**config.mk**
```make
export PLATFORM = sky130hd
export DESIGN_NAME = guess_sequencer
export DESIGN_NICKNAME = d
export VERILOG_FILES = /design/src/rtl/guess_sequencer.sv
export SDC_FILE = /design/constraint.sdc
export NUM_CORES = 1
export LEC_CHECK = 0
export ABC_CLOCK_PERIOD_IN_PS = 3600
export CORE_MARGIN = 2
export CORE_UTILIZATION = 53
export CTS_BUF_LIST = sky130_fd_sc_hd__clkbuf_8 sky130_fd_sc_hd__clkbuf_16
export CTS_CLUSTER_SIZE = 30
export DETAILED_ROUTE_END_ITERATION = 8
export MAX_ROUTING_LAYER = met4
export PLACE_DENSITY = 0.85
export SLEW_MARGIN = 20
export SYNTH_ARGS = -nofsm -noshare
export SYNTH_HDL_FRONTEND = slang
export SYNTH_SLANG_ARGS = --single-unit
```
**constraint.sdc**
```tcl
create_clock -name clk -period 3.6 [get_ports clk]
set_clock_uncertainty 0.1 [all_clocks]
set_input_delay 0.54 -clock clk [delete_from_list [all_inputs] [get_ports clk]]
set_output_delay 0.54 -clock clk [all_outputs]
set_load 0.05 [all_outputs]
```
**src/rtl/guess_sequencer.sv**
```systemverilog
// guess_sequencer
// Game sequencer for a handwritten 4-digit "Bulls and Cows" style guessing game.
// The player selects one of four display slots, draws a digit that an external
// classifier recognises, and presses Enter. A legal guess has four distinct
// digits 0-9. It is scored against the latched secret over four cycles,
// one slot per cycle, to give A (right digit, right place) and B
// (right digit, wrong place) counts.
//
// Ports:
//   clk, rst        - rising-edge clock, asynchronous active-high reset
//   secret          - secret number, slot k = secret[4k+3:4k]
//   secret_valid    - level, secret is stable and legal (sampled in IDLE only)
//   digit_pulse     - one-cycle slot-select pulses, bit k selects slot k
//   enter_pulse     - one-cycle Enter button pulse
//   clear_pulse     - one-cycle Clear button pulse
//   recog_valid     - one-cycle pulse, recog_digit is valid
//   recog_digit     - digit from the handwriting classifier
//   signal          - displayed guess, 4'hF in a slot means blank
//   active_digits   - one-hot highlight of the selected slot, 0 = none
//   border_disable  - suppresses slot borders while scoring / after a win
//   canvas_clear    - one-cycle pulse wiping the drawing canvas
//   entry_error     - one-cycle pulse, Enter rejected
//   result_valid    - one-cycle pulse, a_cnt / b_cnt updated
//   a_cnt, b_cnt    - score of the last guess
//   guess_cnt       - number of scored guesses, saturating at 15
//   win             - level, last guess scored 4A
module guess_sequencer (
  input  logic        clk,
  input  logic        rst,
  input  logic [15:0] secret,
  input  logic        secret_valid,
  input  logic [3:0]  digit_pulse,
  input  logic        enter_pulse,
  input  logic        clear_pulse,
  input  logic        recog_valid,
  input  logic [3:0]  recog_digit,
  output logic [15:0] signal,
  output logic [3:0]  active_digits,
  output logic        border_disable,
  output logic        canvas_clear,
  output logic        entry_error,
  output logic        result_valid,
  output logic [2:0]  a_cnt,
  output logic [2:0]  b_cnt,
  output logic [3:0]  guess_cnt,
  output logic        win
);

  typedef enum logic [2:0] {
    IDLE,
    SELECT,
    DRAW,
    CHECK,
    RESULT,
    WIN
  } state_t;

  state_t      state;
  logic [15:0] secret_q;
  logic [1:0]  sel;
  logic [1:0]  idx;

  logic [3:0]  digit_onehot;
  logic [1:0]  digit_slot;
  logic [3:0]  guess_slot;
  logic [3:0]  secret_slot;
  logic        in_secret;
  logic        recog_ok;
  logic        guess_ok;

  // A guess is legal when every slot holds 0-9 and no two slots repeat.
  function automatic logic guess_legal(input logic [15:0] g);
    logic ok;
    ok = 1'b1;
    for (int i = 0; i < 4; i++) begin
      if (g[4*i +: 4] > 4'd9) ok = 1'b0;
      for (int j = i + 1; j < 4; j++) begin
        if (g[4*i +: 4] == g[4*j +: 4]) ok = 1'b0;
      end
    end
    return ok;
  endfunction

  // Isolate the lowest set bit so simultaneous slot presses pick the lowest slot.
  assign digit_onehot = digit_pulse & (~digit_pulse + 4'd1);

  // Encode that one-hot slot as an index used to address the display nibble.
  always_comb begin
    digit_slot = 2'd0;
    if (digit_pulse[0])      digit_slot = 2'd0;
    else if (digit_pulse[1]) digit_slot = 2'd1;
    else if (digit_pulse[2]) digit_slot = 2'd2;
    else if (digit_pulse[3]) digit_slot = 2'd3;
  end

  // Slot under test during scoring, and whether that guess digit occurs anywhere
  // in the secret (only consulted when it is not an exact positional match).
  assign guess_slot  = signal[{idx, 2'b00} +: 4];
  assign secret_slot = secret_q[{idx, 2'b00} +: 4];
  assign in_secret   = (guess_slot == secret_q[3:0])  || (guess_slot == secret_q[7:4]) ||
                       (guess_slot == secret_q[11:8]) || (guess_slot == secret_q[15:12]);
  assign recog_ok    = recog_valid && (recog_digit <= 4'd9);
  assign guess_ok    = guess_legal(signal);

  // Main game FSM. All outputs are registered here. The one-cycle pulses
  // default low and are raised only on the edge that starts their cycle.
  // In SELECT/DRAW the if/else chain gives clear > enter > digit > recog,
  // so lower-priority inputs arriving in the same cycle are simply dropped.
  always_ff @(posedge clk or posedge rst) begin
    if (rst) begin
      state          <= IDLE;
      signal         <= 16'hFFFF;
      active_digits  <= 4'd0;
      a_cnt          <= 3'd0;
      b_cnt          <= 3'd0;
      guess_cnt      <= 4'd0;
      idx            <= 2'd0;
      sel            <= 2'd0;
      secret_q       <= 16'd0;
      win            <= 1'b0;
      border_disable <= 1'b0;
      canvas_clear   <= 1'b0;
      entry_error    <= 1'b0;
      result_valid   <= 1'b0;
    end else begin
      canvas_clear <= 1'b0;
      entry_error  <= 1'b0;
      result_valid <= 1'b0;
      case (state)
        IDLE: begin
          if (secret_valid) begin
            secret_q  <= secret;
            guess_cnt <= 4'd0;
            a_cnt     <= 3'd0;
            b_cnt     <= 3'd0;
            state     <= SELECT;
          end
        end
        SELECT, DRAW: begin
          if (clear_pulse) begin
            canvas_clear <= 1'b1;
            if (state == SELECT) signal <= 16'hFFFF;
            else                 signal[{sel, 2'b00} +: 4] <= 4'hF;
          end else if (enter_pulse) begin
            if (guess_ok) begin
              active_digits  <= 4'd0;
              canvas_clear   <= 1'b1;
              a_cnt          <= 3'd0;
              b_cnt          <= 3'd0;
              idx            <= 2'd0;
              border_disable <= 1'b1;
              state          <= CHECK;
            end else begin
              entry_error <= 1'b1;
            end
          end else if (|digit_pulse) begin
            active_digits <= digit_onehot;
            sel           <= digit_slot;
            state         <= DRAW;
          end else if (state == DRAW && recog_ok) begin
            signal[{sel, 2'b00} +: 4] <= recog_digit;
          end
        end
        CHECK: begin
          if (guess_slot == secret_slot) a_cnt <= a_cnt + 3'd1;
          else if (in_secret)            b_cnt <= b_cnt + 3'd1;
          idx <= idx + 2'd1;
          // The score is complete on this edge, so RESULT presents it together
          // with result_valid and the updated guess count.
          if (idx == 2'd3) begin
            state        <= RESULT;
            result_valid <= 1'b1;
            if (guess_cnt != 4'd15) guess_cnt <= guess_cnt + 4'd1;
          end
        end
        RESULT: begin
          if (a_cnt == 3'd4) begin
            win   <= 1'b1;
            state <= WIN;
          end else begin
            signal         <= 16'hFFFF;
            border_disable <= 1'b0;
            state          <= SELECT;
          end
        end
        WIN: begin
          if (clear_pulse) begin
            win            <= 1'b0;
            signal         <= 16'hFFFF;
            canvas_clear   <= 1'b1;
            border_disable <= 1'b0;
            state          <= IDLE;
          end
        end
        default: state <= IDLE;
      endcase
    end
  end

endmodule
```
==> run_results.csv <==
group,metric,value,unit
timing,setup_viol,0,
global_routing,grt_pass1_wl,14.4,mm
cts,ctsHoldBuffers,0,
timing,layout_min_cycle_time,3.20,ns
logic_synthesis,ys_seq_area_frac,0.410,
drt,met3_length,620,um
finish,insertedDiodeCount,0,
min_path,min_to,"active_digits[0]",
job,drv_cap,0,
die,core,0.00646,mm2
global_routing,grtUsageTotal,0.256,
timing,fmax,0.312,GHz
drt,totalWireLength,8.66,mm
timing,hold_violations,0,
finish,syn_to_final_growth,23.7,%
global_routing,grt_max_degree,49,
cts,cts_tree,"built",
finish,nets,455,
logic_synthesis,syn_area,0.00359,mm2
die,row_count,29,
timing,hold_ws,0.400,ns
worst_setup_path,crit_path_end_kind,"flip-flop",
cts,cts.sinks,58,
drt,dr.pass1.iters,6,
logic_synthesis,syn_nets,402,
logic_synthesis,synth.avg_cell_area,9.88,um2
worst_setup_path,r2r_end,"b_cnt[1]",
timing,tightestPinTransition,0.844,ns
die,ioPinCount,65,
cts,clock_latency,0.35,ns
drt,met2RoutedLength,4.22,mm
logic_synthesis,synth_edf_count,0,
global_routing,grt.overflow.total,0,
worst_setup_path,path_class,"flip-flop to flip-flop",
min_path,worstHoldStart,"active_digits[0]",
cts,root_buffer,"clkbuf_8",
worst_setup_path,start_kind,"flip-flop",
timing,post-route-worst-setup-slack,0.395,ns
timing,finalMaxSlewViolations,0,
die,fp.dieArea,0.00744,mm2
worst_setup_path,arrival,3.33,ns
timing,max_slew_margin,0.437,
logic_synthesis,postSynth.asyncResetShare,1.00,
drt,vias,2943,
logic_synthesis,netlist_instances,363,
place,dpl_worst_slack,0.449,ns
global_routing,grt_pass1_vias,2917,
drt,wl_met1,3.67,mm
outcome,status,"finished, final reports clean",
worst_setup_path,timing.rr.start,"idx[0]",
timing,finalCritPeriodShare,0.890,
drt,drtIter0Drc,289,
min_path,hold_path.class,"flip-flop to flip-flop",
drt,drc,0,
min_path,min_path_cells,1,
drt,ant_nets,0,
global_routing,antenna_found_initial,0,
worst_setup_path,critPathMaxFanout,12,
power,p_per_area,1070,mW/mm2
drt,via_per_inst,5.91,
cts,post_cts_buffers,0,
worst_setup_path,worstRegToRegCells,7,
die,start_util,0.555,
cts,cts-buffers-inserted,9,
place,dp_hpwl,6.19,mm
worst_setup_path,reg2reg_setup_slack,0.40,ns
power,ir_drop,0.540,mV
logic_synthesis,synth_cell_types,57,
cts,clock_path_buffers,2,
drt,wl_per_cell,17.4,um
die,fp.dieH,86.3,um
timing,rsz0062_at_grt,"false",
cts,cts.clk_slew.worst_paths,0.07,ns
timing,fin_tns_setup,0,ns
finish,drive_gt1_frac,0.140,
place,gp_congestion,0.880,
logic_synthesis,synthFlopType,"dfrtp_1",
logic_synthesis,ys_seq_elements,58,
place,port_buffers,64,
drt,routed.top_layer,"met4",
logic_synthesis,ys.warnings.count,0,
worst_setup_path,worstPathRequired,3.73,ns
finish,final_common_cell,"clkdlybuf4s50_1",
cts,clock_tree.htree_level_count,3,
power,leakagePower,1.95,nW
cts,cts_resized,0,
finish,layout_common_cells,"clkdlybuf4s50_1, dfrtp_1, inv_1",
die,die_w,86.3,um
[critical path, cell delays in order, from the launching register on]
cell	delay [ns]
dfrtp_1	0.61
mux4_2	0.65
xnor2_1	0.16
nand4_1	0.19
nor3_1	0.06
or4_1	0.66
or2_0	0.31
a221o_1	0.33
[cell usage after synthesis, types with 6 or more instances]
cell type	number	area share
ha_1	9	0.031
dfrtp_1	42	0.29
o21ai_0	16	0.022
a21oi_1	22	0.031
clkbuf_1	16	0.017
nand4_1	9	0.016
dfstp_2	16	0.12
mux2i_1	17	0.047
nor4_1	7	0.012
nor3_1	9	0.013
xor2_1	26	0.063
nand2_1	18	0.019
xnor2_1	16	0.039
nor2_1	12	0.013
inv_1	30	0.031
nor2b_1	6	0.010
mux2_2	18	0.057
[where the power goes]
group | internal (mW) | leakage, nW | switching [mW]
logic | 1.13 | 1.14 | 1.54
registers | 1.00 | 0.696 | 0.461
clock network | 0.349 | 0.113 | 0.258
total | 2.48 | 1.95 | 2.25
[worst max path at each step]
| stage | cells past startpoint | start | endpoint |
|---|---|---|---|
| after global routing | 7 | idx[0] | b_cnt[1] |
| after floorplan | 9 | signal[7] | b_cnt[2] |
| after global placement | 7 | idx[0] | b_cnt[1] |
| after detailed placement | 7 | idx[0] | b_cnt[1] |
| final | 7 | idx[0] | b_cnt[1] |
| after CTS | 7 | idx[0] | b_cnt[1] |
[sequential cells by signal (all words and copies together) (netlist names)]
name / count
result_valid: 1
idx: 2
border_disable: 1
active_digits: 4
guess_cnt: 4
b_cnt: 3
canvas_clear: 1
sel: 2
entry_error: 1
a_cnt: 3
win: 1
secret_q: 16
state: 3
signal: 16
[final cells by class]
type	count	area [um2]
clock buffer	11	151
sequential	58	1470
fill	524	2020
tap	77	96.3
multi-input combinational	251	1900
clock inverter	5	46.3
timing repair buffer	66	656
inverter	30	114
[metal layers]
metal,vias to the layer above,track usage
li1,1388,-
met1,1404,0.316
met2,130,0.407
met3,21,0.0686
met4,0,0.0895
met5,-,-
[per-stage QoR]
step	area [um2]	util	cells	total power, mW
after detailed placement	4240	0.656	482	4.10
after CTS	4440	0.687	498	4.73
after global routing	4440	0.687	498	5.05
after global placement	4240	0.656	482	4.00
after floorplan	3590	-	363	3.42
final	4440	0.687	498	4.73
[cells by family (layout without fill, tap and decap cells)]
| kind of cell | Yosys count | count (layout) | share of synthesized area |
|---|---|---|---|
| fa+ha+maj | 9 | 9 | 0.0314 |
| buf+inv | 54 | 112 | 0.0617 |
| compound gates | 75 | 75 | 0.130 |
| simple gates | 86 | 86 | 0.135 |
| flops | 58 | 58 | 0.410 |
| xor+xnor | 42 | 42 | 0.103 |
| mux | 39 | 39 | 0.129 |
Power figures use the tool's default switching activity.
